$ cat src/rtl/serial_work_sender.sv
// ---------------------------------------------------------------------------
// serial_work_sender
//
// Host-side master of the miner's clocked serial link. Shifts one 512-bit
// work unit ({midstate, data2}, MSB first) out on RxD with a generated RxC,
// owns the shared link reset RxTxR, generates the free-running nonce clock
// TxC and deserialises 32-bit golden nonces returned on TxD.
//
// Ports
//   clk, reset_n          system clock (rising edge), async active-low reset
//   work_valid/work_ready work hand-off; accept when both are high
//   midstate, data2       work unit, sampled on accept
//   link_reset_req        1-cycle pulse: abort everything, re-run link reset
//   RxD, RxC              serial work data / clock to the miner
//   RxTxR                 link reset to the miner, active high
//   TxC, TxD              serial nonce clock to / data from the miner
//   nonce_valid, nonce    1-cycle pulse with the received nonce (nonce held)
//   busy                  high while shifting a frame or in link reset
//   dbg_tx_state          transmit FSM state (0 LINK_RST, 1 IDLE, 2 SHIFT)
//   dbg_rx_state          receive FSM state (0 RX_IDLE, 1 RX_DATA)
//
// Handshake: work_valid/work_ready follow valid/ready semantics; a transfer
// happens on a rising clk edge where both are high. work_ready is high only
// in IDLE, and link_reset_req on the same cycle wins over the transfer.
// ---------------------------------------------------------------------------
module serial_work_sender #(
    parameter int unsigned CLK_DIV      = 4,
    parameter int unsigned RESET_CYCLES = 16
) (
    input  logic         clk,
    input  logic         reset_n,
    input  logic         work_valid,
    output logic         work_ready,
    input  logic [255:0] midstate,
    input  logic [255:0] data2,
    input  logic         link_reset_req,
    output logic         RxD,
    output logic         RxC,
    output logic         RxTxR,
    output logic         TxC,
    input  logic         TxD,
    output logic         nonce_valid,
    output logic [31:0]  nonce,
    output logic         busy,
    output logic [1:0]   dbg_tx_state,
    output logic         dbg_rx_state
);

    localparam int unsigned RST_W    = (RESET_CYCLES > 1) ? $clog2(RESET_CYCLES) : 1;
    localparam logic [RST_W-1:0] RST_LAST = RST_W'(RESET_CYCLES - 1);
    localparam logic [7:0]       DIV_LAST = 8'(CLK_DIV - 1);

    typedef enum logic [1:0] {
        TX_LINK_RST = 2'd0,
        TX_IDLE     = 2'd1,
        TX_SHIFT    = 2'd2
    } tx_state_e;

    typedef enum logic {
        RX_IDLE = 1'b0,
        RX_DATA = 1'b1
    } rx_state_e;

    // Transmit side
    tx_state_e        tx_state_q, tx_state_d;
    logic [RST_W-1:0] rst_cnt_q, rst_cnt_d;
    logic [7:0]       rxdiv_q, rxdiv_d;
    logic             rxc_q, rxc_d;
    logic             rxd_q, rxd_d;
    logic [511:0]     shreg_q, shreg_d;
    logic [9:0]       fall_cnt_q, fall_cnt_d;

    // Nonce clock
    logic [7:0]       txdiv_q, txdiv_d;
    logic             txc_q, txc_d;

    // Receive side
    logic             sync1_q, sync1_d;
    logic             sync2_q, sync2_d;
    rx_state_e        rx_state_q, rx_state_d;
    logic [4:0]       bit_cnt_q, bit_cnt_d;
    logic [31:0]      word_q, word_d;
    logic [31:0]      nonce_q, nonce_d;
    logic             nonce_valid_q, nonce_valid_d;

    logic             rxdiv_tc;
    logic             txc_run;
    logic             tx_sample;

    assign rxdiv_tc = (rxdiv_q == DIV_LAST);
    assign txc_run  = (tx_state_q != TX_LINK_RST);
    // The TxC high->low cycle is the nonce sample point.
    assign tx_sample = txc_run && txc_q && (txdiv_q == DIV_LAST) && !link_reset_req;

    // ---------------- transmit FSM ----------------
    always_comb begin
        tx_state_d = tx_state_q;
        rst_cnt_d  = rst_cnt_q;
        rxdiv_d    = rxdiv_q;
        rxc_d      = rxc_q;
        rxd_d      = rxd_q;
        shreg_d    = shreg_q;
        fall_cnt_d = fall_cnt_q;

        case (tx_state_q)
            TX_LINK_RST: begin
                rxc_d      = 1'b0;
                rxd_d      = 1'b0;
                rxdiv_d    = 8'd0;
                fall_cnt_d = 10'd0;
                if (rst_cnt_q == RST_LAST) begin
                    rst_cnt_d  = '0;
                    tx_state_d = TX_IDLE;
                end else begin
                    rst_cnt_d = rst_cnt_q + RST_W'(1);
                end
            end
            TX_IDLE: begin
                rxc_d = 1'b0;
                rxd_d = 1'b0;
                if (work_valid) begin
                    shreg_d    = {midstate, data2};
                    rxd_d      = midstate[255];
                    rxdiv_d    = 8'd0;
                    fall_cnt_d = 10'd0;
                    tx_state_d = TX_SHIFT;
                end
            end
            TX_SHIFT: begin
                if (fall_cnt_q == 10'd512) begin
                    // One trailing cycle after the last falling edge
                    // completes the 1024*CLK_DIV+1 frame.
                    tx_state_d = TX_IDLE;
                end else if (rxdiv_tc) begin
                    rxdiv_d = 8'd0;
                    rxc_d   = ~rxc_q;
                    if (rxc_q) begin
                        // Falling edge of RxC: present the next bit.
                        shreg_d    = {shreg_q[510:0], 1'b0};
                        fall_cnt_d = fall_cnt_q + 10'd1;
                        rxd_d      = (fall_cnt_q == 10'd511) ? 1'b0 : shreg_q[510];
                    end
                end else begin
                    rxdiv_d = rxdiv_q + 8'd1;
                end
            end
            default: begin
                tx_state_d = TX_LINK_RST;
                rst_cnt_d  = '0;
            end
        endcase

        if (link_reset_req) begin
            tx_state_d = TX_LINK_RST;
            rst_cnt_d  = '0;
            rxc_d      = 1'b0;
            rxd_d      = 1'b0;
            rxdiv_d    = 8'd0;
            fall_cnt_d = 10'd0;
        end
    end

    // ---------------- nonce clock ----------------
    always_comb begin
        txdiv_d = txdiv_q;
        txc_d   = txc_q;
        if (!txc_run || link_reset_req) begin
            txdiv_d = 8'd0;
            txc_d   = 1'b0;
        end else if (txdiv_q == DIV_LAST) begin
            txdiv_d = 8'd0;
            txc_d   = ~txc_q;
        end else begin
            txdiv_d = txdiv_q + 8'd1;
        end
    end

    // ---------------- receive FSM ----------------
    always_comb begin
        sync1_d       = TxD;
        sync2_d       = sync1_q;
        rx_state_d    = rx_state_q;
        bit_cnt_d     = bit_cnt_q;
        word_d        = word_q;
        nonce_d       = nonce_q;
        nonce_valid_d = 1'b0;

        if (tx_sample) begin
            case (rx_state_q)
                RX_IDLE: begin
                    if (!sync2_q) begin
                        rx_state_d = RX_DATA;
                        bit_cnt_d  = 5'd0;
                    end
                end
                RX_DATA: begin
                    word_d    = {word_q[30:0], sync2_q};
                    bit_cnt_d = bit_cnt_q + 5'd1;
                    if (bit_cnt_q == 5'd31) begin
                        nonce_d       = {word_q[30:0], sync2_q};
                        nonce_valid_d = 1'b1;
                        rx_state_d    = RX_IDLE;
                    end
                end
                default: rx_state_d = RX_IDLE;
            endcase
        end

        // Link reset drops any partial word; the last nonce is kept.
        if (!txc_run || link_reset_req) begin
            rx_state_d    = RX_IDLE;
            bit_cnt_d     = 5'd0;
            word_d        = 32'd0;
            nonce_valid_d = 1'b0;
        end
    end

    always_ff @(posedge clk or negedge reset_n) begin
        if (!reset_n) begin
            tx_state_q    <= TX_LINK_RST;
            rst_cnt_q     <= '0;
            rxdiv_q       <= 8'd0;
            rxc_q         <= 1'b0;
            rxd_q         <= 1'b0;
            shreg_q       <= '0;
            fall_cnt_q    <= 10'd0;
            txdiv_q       <= 8'd0;
            txc_q         <= 1'b0;
            sync1_q       <= 1'b1;
            sync2_q       <= 1'b1;
            rx_state_q    <= RX_IDLE;
            bit_cnt_q     <= 5'd0;
            word_q        <= 32'd0;
            nonce_q       <= 32'd0;
            nonce_valid_q <= 1'b0;
        end else begin
            tx_state_q    <= tx_state_d;
            rst_cnt_q     <= rst_cnt_d;
            rxdiv_q       <= rxdiv_d;
            rxc_q         <= rxc_d;
            rxd_q         <= rxd_d;
            shreg_q       <= shreg_d;
            fall_cnt_q    <= fall_cnt_d;
            txdiv_q       <= txdiv_d;
            txc_q         <= txc_d;
            sync1_q       <= sync1_d;
            sync2_q       <= sync2_d;
            rx_state_q    <= rx_state_d;
            bit_cnt_q     <= bit_cnt_d;
            word_q        <= word_d;
            nonce_q       <= nonce_d;
            nonce_valid_q <= nonce_valid_d;
        end
    end

    assign work_ready   = (tx_state_q == TX_IDLE);
    assign busy         = (tx_state_q != TX_IDLE);
    assign RxTxR        = (tx_state_q == TX_LINK_RST);
    assign RxC          = rxc_q;
    assign RxD          = rxd_q;
    assign TxC          = txc_q;
    assign nonce        = nonce_q;
    assign nonce_valid  = nonce_valid_q;
    assign dbg_tx_state = tx_state_q;
    assign dbg_rx_state = rx_state_q;

endmodule

$ cat config.mk
export PLATFORM = sky130hd
export DESIGN_NAME = serial_work_sender
export DESIGN_NICKNAME = d
export VERILOG_FILES = /design/src/rtl/serial_work_sender.sv
export SDC_FILE = /design/constraint.sdc
export NUM_CORES = 1
export LEC_CHECK = 0
export ABC_AREA = 1
export CAP_MARGIN = 20
export CORE_MARGIN = 2
export CORE_UTILIZATION = 53
export CTS_CLUSTER_DIAMETER = 100
export DETAILED_ROUTE_END_ITERATION = 8
export GPL_TIMING_DRIVEN = 0
export PLACE_DENSITY = 0.85
export SKIP_LAST_GASP = 1
export SLEW_MARGIN = 10
export SYNTH_ARGS = -nofsm -noshare
export SYNTH_HDL_FRONTEND = slang
export SYNTH_SLANG_ARGS = --single-unit
$ cat constraint.sdc
create_clock -name clk -period 2.1 [get_ports clk]
set_input_delay 0.42 -clock clk [delete_from_list [all_inputs] [get_ports clk]]
set_output_delay 0.42 -clock clk [all_outputs]
set_load 0.01 [all_outputs]
==> results.toml, run 1 <==
[status]
status = "finished with violations"
violations = "negative hold slack, negative setup slack"

[clock_tree]
clk_latency_ps = 610
clk_pin_slew_ps = 60
cts_buffers = 67
cts_root_buffer = "clkbuf_16"
cts_sinks = 618
cts_tree = "built"
cts_max_path_buffers = 3
htree_levels = 3

[power]
vdd_drop_max_mv = 0.804
p_int_mw = 37.0
comb_power_share_pct = 52.5
powerDensity_mw_per_mm2 = 1560
p_leak_nw = 21.0
p_sw_mw = 27.3
power_frac_seq_pct = 28.9
p_clk_share_pct = 18.5
swShare_pct = 42.4

[sta]
hold_ws_ps = -264
setup_ws_ps = -153
post-route-period-util_pct = 107
worst_pin_slew_ps = 617
grt_setup_unrepaired = "true"
layout_min_cycle_time_ps = 2250
slew_headroom_pct = 58.9
max_clock_freq_mhz = 444
setup_viol = 81
skew_ps = 27.0
slew_viol_final = 0
final_hold_viol_count = 97

[logic_synthesis]
ys_ff_latch = 618
synthCells = 3901
ys_warn_count = 0
async_flop_share_pct = 100
synth_edf_count = 0
syn_area_sq_mm = 0.0297
synth.yosys.seq_area_share_pct = 52.1
avgSynthCellArea_sq_um = 7.60
synth_nets = 4429
synth_ff_type = "dfrtp_1"
yosys.cell_types.count = 35

[worst_hold_path]
hold_class = "in -> async"

[floorplanning]
io_pins = 559
dieArea_sq_mm = 0.0579
core_sq_mm = 0.0552
initial_core_util_pct = 53.7
rows = 86
die_y_um = 241
die_x_um = 241

[place]
globalplace.congestion = 0.935
portBuffers = 557
hpwl_um = 62100

[critical_path]
crit_fanout = 10
reg2reg_from = "dbg_tx_state[0]"
critPathSlowestCell = "dfrtp_1"
critical_path_class = "reg -> reg"
endpoint_kind = "flip-flop"
slowest_delay_ps = 430
worstPathArrival_ps = 2720
crit_required_ps = 2570
crit_chain = "inv_2, ha_4, inv_6, clkbuf_2, clkbuf_1, o21ai_0, nor2_4, a21oi_1"
crit_family = "buffers and inverters"
r2r_slack_ps = -150
cp_num_buf_inv = 4
startpoint = "dbg_tx_state[0]"
start_kind = "flip-flop"

[detailed_routing]
drc = 0
drt-pass1-iter-count = 6
route.vias.total = 29200
drt_iter0_markers = 2391
routed_wl_um = 97200
ant_nets = 0
vias_per_cell = 5.43
wl_per_cell_um = 18.1

[global_routing]
grt_max_degree = 105
track_usage_pct = 30.2
grt_overflow = 0
antenna_found_initial = 30
grt_pass1_vias = 27400
grt_first_pass_wirelength_um = 139000

[run]
cap_violations = 0

[layout]
regArea_sq_mm = 0.0155
multi_input_area_sq_mm = 0.0124
finish.utilization_pct = 74.7
drive_gt1_share_pct = 16.5
nets = 5088
area_growth_pct = 39.1
fillers = 3701
## cells in the mapped netlist, drive strengths merged, types with 2 or more instances
cell type	instances	share of area, %
a21oi	516	8.7
buf	178	3.1
clkbuf	66	0.84
dfrtp	616	52
dfstp	2	0.18
ha	11	0.46
inv	563	7.1
nand2	794	10
nand3	29	0.51
nand4	5	0.11
nor2	556	7.1
nor3	4	0.084
nor3b	5	0.13
o211ai	2	0.051
o21ai	530	8.9
o21bai	11	0.28
o22ai	2	0.042
xor2	4	0.12
## power groups by stage
stage	sequential, mW	combinational (mW)	clock, mW
floorplan	18.3	17.7	0
global placement	18.7	23.6	0
detailed placement	18.6	24.5	0
CTS	18.5	26.7	12.0
global route	19.0	36.9	12.5
finish	18.6	33.8	11.9
## cell usage in the layout (no fill, tap or decap), drive strengths merged
master         Yosys  layout
ha                11      11
o21bai            11      11
diode              0      18
a21oi            516     516
nand3b             1       1
xnor2              1       1
dlygate4sd2        0       2
and2               1       1
o22ai              2       2
clkdlybuf4s50      0     551
dfrtp            616     616
buf              178     206
nor3b              5       5
nand2            794     794
bufbuf             0       2
nand4              5       5
or2                1       1
bufinv             0       3
nor4               1       1
dfstp              2       2
o21a               1       1
xor2               4       4
o21ai            530     530
nor2             556     556
nor3               4       4
nand3             29      29
mux2i              1       1
clkbuf            66     174
o211ai             2       2
clkinv             0      10
inv              563     567
## registers in the layout, summed over array words and instances, names as in the netlist
name          count
rst_cnt_q         4
shreg_q         511
nonce            32
sync2_q           1
RxD               1
dbg_rx_state      1
sync1_q           1
bit_cnt_q         5
word_q           31
rxdiv_q           8
fall_cnt_q       10
dbg_tx_state      2
nonce_valid       1
txdiv_q           8
RxC               1
TxC               1
## per-stage QoR
step / std cells / cell area, sq um / setup TNS, ps / setup WS [ps] / total power [mW]
finish: 5375 / 41200 / -2000 / -153 / 64.4
global route: 5371 / 41200 / -17710 / -190 / 68.4
CTS: 5342 / 39100 / -1770 / -79.2 / 57.1
detailed placement: 5211 / 36300 / -489550 / -1030 / 43.2
global placement: 5206 / 36200 / - / -26980 / 42.3
floorplan: 3901 / 29700 / 0 / 176 / 35.9
## worst register-to-register path, delay by kind of cell (launching register included)
kind / cells / cell delay [ps]
flops: 1 / 430
simple gates: 1 / 200
compound gates: 2 / 380
fa+ha+maj: 1 / 200
buf+inv: 4 / 920
## routing by layer
metal / share of wire, % / global-route usage (%) / vias to the layer above
met5: 0.16 / 0 / -
met4: 5.5 / 15.7 / 24
met3: 8.9 / 8.01 / 356
met2: 48 / 50.0 / 1319
met1: 37 / 36.4 / 13900
li1: - / - / 13500
## cell families after synthesis
family | synth area share (%)
mux | 0.0337
fa+ha+maj | 0.464
simple gates | 18.1
flops | 52.1
xor+xnor | 0.148
compound gates | 18.0
buf+inv | 11.0
## area by class of cell
cell class                 count  area share [%]
tap                          748            2.27
timing repair buffer         592            15.0
inverter                     563            5.14
multi-input combinational   2476            30.0
buffer                       242            4.70
sequential                   618            37.5
clock inverter                17           0.479
antenna                       18           0.109
clock buffer                 101            4.84
## final timing paths
kind / end / cells past startpoint
max: shreg_q[221] / 8
min: shreg_q[41] / 1
max reg2reg: shreg_q[221] / 8
min reg2reg: sync2_q / 0
max in group asynchronous: shreg_q[179] / 5
min in group clk: sync1_q / 1
## timing repair
action,in CTS,in global routing
resized for setup,152,665
setup endpoints to repair,651,612
cloned,3,8
pin swaps,1,2
hold endpoints to repair,97,97
buffers inserted,11,8
(Power assumes the default switching activity.)
==> inputs of run 2 (changes only) <==
ABC_AREA = unset   (was 1)
CORE_UTILIZATION = 52   (was 53)
HOLD_SLACK_MARGIN = 0.02   (was unset)
==> results.toml, run 2 <==
[power]
powerDensity_mw_per_mm2 = 1540
p_clk_share_pct = 19.0
p_leak_nw = 15.6
power_frac_seq_pct = 37.3
report.power.total_mw = 60.5
swShare_pct = 39.3
vdd_drop_max_mv = 1.11
p_int_mw = 36.7
p_sw_mw = 23.8
comb_power_share_pct = 43.7

[detailed_routing]
drt_iter0_markers = 2833
drc = 0
vias_per_cell = 6.67
drt-pass1-iter-count = 6
wl_per_cell_um = 23.3
routed_wl_um = 98100
ant_nets = 0
route.vias.total = 28100

[place]
globalplace.congestion = 0.896
place_area_sq_mm = 0.0348
hpwl_um = 62000
portBuffers = 558

[logic_synthesis]
synth_top_cell_area_share_pct = 55.4
synthCells = 2799
async_flop_share_pct = 100
syn_area_sq_mm = 0.0278
yosys.cell_types.count = 45
ys_ff_latch = 618
synth_nets = 3327
ys_top_cells_by_count = "o22ai_1, dfrtp_1, a21oi_1, clkbuf_1, nand2_1"
synth.most_common_cell = "o22ai_1"
ys_warn_count = 0
yosys-top-cells-area = "dfrtp_1, o22ai_1, a21oi_1"
netlist.top_cell.by_area = "dfrtp_1"
synth_edf_count = 0
synth_ff_type = "dfrtp_1"
avgSynthCellArea_sq_um = 9.95
synth.yosys.seq_area_share_pct = 55.6

[critical_path]
endpoint_kind = "flip-flop"
critical_path_class = "reg -> reg"
reg2reg_from = "rxdiv_q[4]"
worstPathArrival_ps = 2910
start_kind = "flip-flop"
crit_fanout = 10
r2r_slack_ps = -350
worstReg2RegEnd = "shreg_q[355]"
crit_required_ps = 2560
reg2reg_depth = 9

[layout]
layout_commonest_cell = "o22ai_1"
nets = 3984
fillers = 3432
top_register = "shreg_q"
mostFrequentLayoutCells = "o22ai_1, dfrtp_1, clkdlybuf4s50_1"
design_area_sq_mm = 0.0393
drive_gt1_share_pct = 18.4
area_growth_pct = 41.1
largest_reg_flops = 511

[clock_tree]
cts_tree = "built"
cts_root_buffer = "clkbuf_16"
clk_latency_ps = 600
cts_buffers = 66
cts_sinks = 618
cts_max_path_buffers = 3
clk_pin_slew_ps = 60
htree_levels = 3

[sta]
max_clock_freq_mhz = 408
setup_viol = 518
layout_min_cycle_time_ps = 2450
slew_headroom_pct = 60.5
skew_ps = 21.6
worst_pin_slew_ps = 592
setup_ws_ps = -349
post-route-period-util_pct = 117
slew_viol_final = 0
final_hold_viol_count = 0
grt_setup_unrepaired = "true"

[run]
cap_violations = 0

[global_routing]
grt_overflow = 0
track_usage_pct = 32.2
grt_first_pass_wirelength_um = 144000
antenna_found_initial = 31
grt_pass1_vias = 26600
grt_max_degree = 110

[floorplanning]
rows = 84
die_x_um = 235
core_sq_mm = 0.0528
io_pins = 559
die_y_um = 235
dieArea_sq_mm = 0.0554
initial_core_util_pct = 52.8

[worst_hold_path]
min_path_cells = 1
hold_path_startpoint = "TxD"
min_to = "sync1_q"
hold_class = "in -> reg"

[status]
status = "finished with violations"
violations = "negative setup slack"
run 2: changes by cell type in the layout (fill, tap and decap cells not counted), moves of 140 or more:
cell,before,now
inv_1,554,15
o21ai_0,515,30
o22ai_1,2,886
a21oi_1,348,488
nor2_1,358,27
nand2_1,790,75
nor2_2,149,0
run 2: per-layer routing:
layer  GRT usage (%)  vias up  part of all wire, %  wire length, um
met5               0        -                0.082               80
met4            16.2       14                  5.6             5520
met3            8.51      368                  8.6             8410
met2            51.9     1538                   48            46800
met1            40.4    13800                   38            37300
li1                -    12500                    -                -
run 2: power groups by stage:
stage               Sequential [mW]  Combinational (mW)  Clock [mW]
finish                         22.6                26.4        11.5
floorplan                      20.5                17.9           0
detailed placement             21.6                23.3           0
global route                   23.1                28.7        12.1
CTS                            21.7                24.0        11.6
global placement               21.5                22.3           0
run 2: area by class of cell:
class,count,area [sq um],area share (%)
plain buffers,305,2380,6.06
diodes,29,72.6,0.185
clock inverters,19,174,0.443
flip-flops and latches,618,15500,39.4
multi-input cells,1858,12200,31.1
clock buffers,96,1930,4.91
repair buffers,591,6110,15.6
well taps,688,861,2.19
inverters,16,60.1,0.153
run 2: through the flow:
stage          utilization [%]  worst slack, ps  hold slack, ps  instances  setup TNS [ps]
6_report                  74.4             -349             245       4220          -88700
5_1_grt                   74.4             -432             218       4214         -136630
3_3_place_gp              65.6           -27030             347       4045               -
4_1_cts                   71.3             -263             223       4178         -118640
2_1_floorplan                -            -33.7             124       2799          -10610
3_5_place_dp              65.9            -1260             315       4051         -590680
run 2: worst max path at each step:
stage	from	cells after the start	end
after floorplan	rxdiv_q[0]	9	shreg_q[266]
after global placement	reset_n	1	shreg_q[199]
after detailed placement	work_valid	10	shreg_q[316]
after CTS	rxdiv_q[0]	10	shreg_q[319]
after global routing	rxdiv_q[0]	10	shreg_q[355]
final	rxdiv_q[4]	9	shreg_q[355]
run 2: timing repair:
item / CTS / global route
resized for setup: 144 / 485
hold buffers: 2 / 0
pin swaps: 6 / 30
endpoints found under the setup margin: 599 / 701
hold endpoints to repair: 30 / 0
cloned: 3 / 7
buffers inserted: 7 / 10
run 2: logic make-up after synthesis:
family / after synthesis / share of synthesized area [%]
XOR/XNOR: 7 / 0.220
buffers and inverters: 323 / 5.15
multiplexers: 34 / 1.37
AO/OA/AOI/OAI: 1603 / 33.7
AND/OR/NAND/NOR: 203 / 3.48
adder cells (fa/ha/maj): 11 / 0.494
flip-flops: 618 / 55.6
run 2: critical path, cell delays in order, from the launching register on:
cell	delay, ps
dfrtp_1	440
or4b_4	580
nor3_4	220
nand3_4	110
buf_12	170
buf_12	150
clkbuf_16	180
buf_8	150
o22ai_1	190
a21oi_1	110
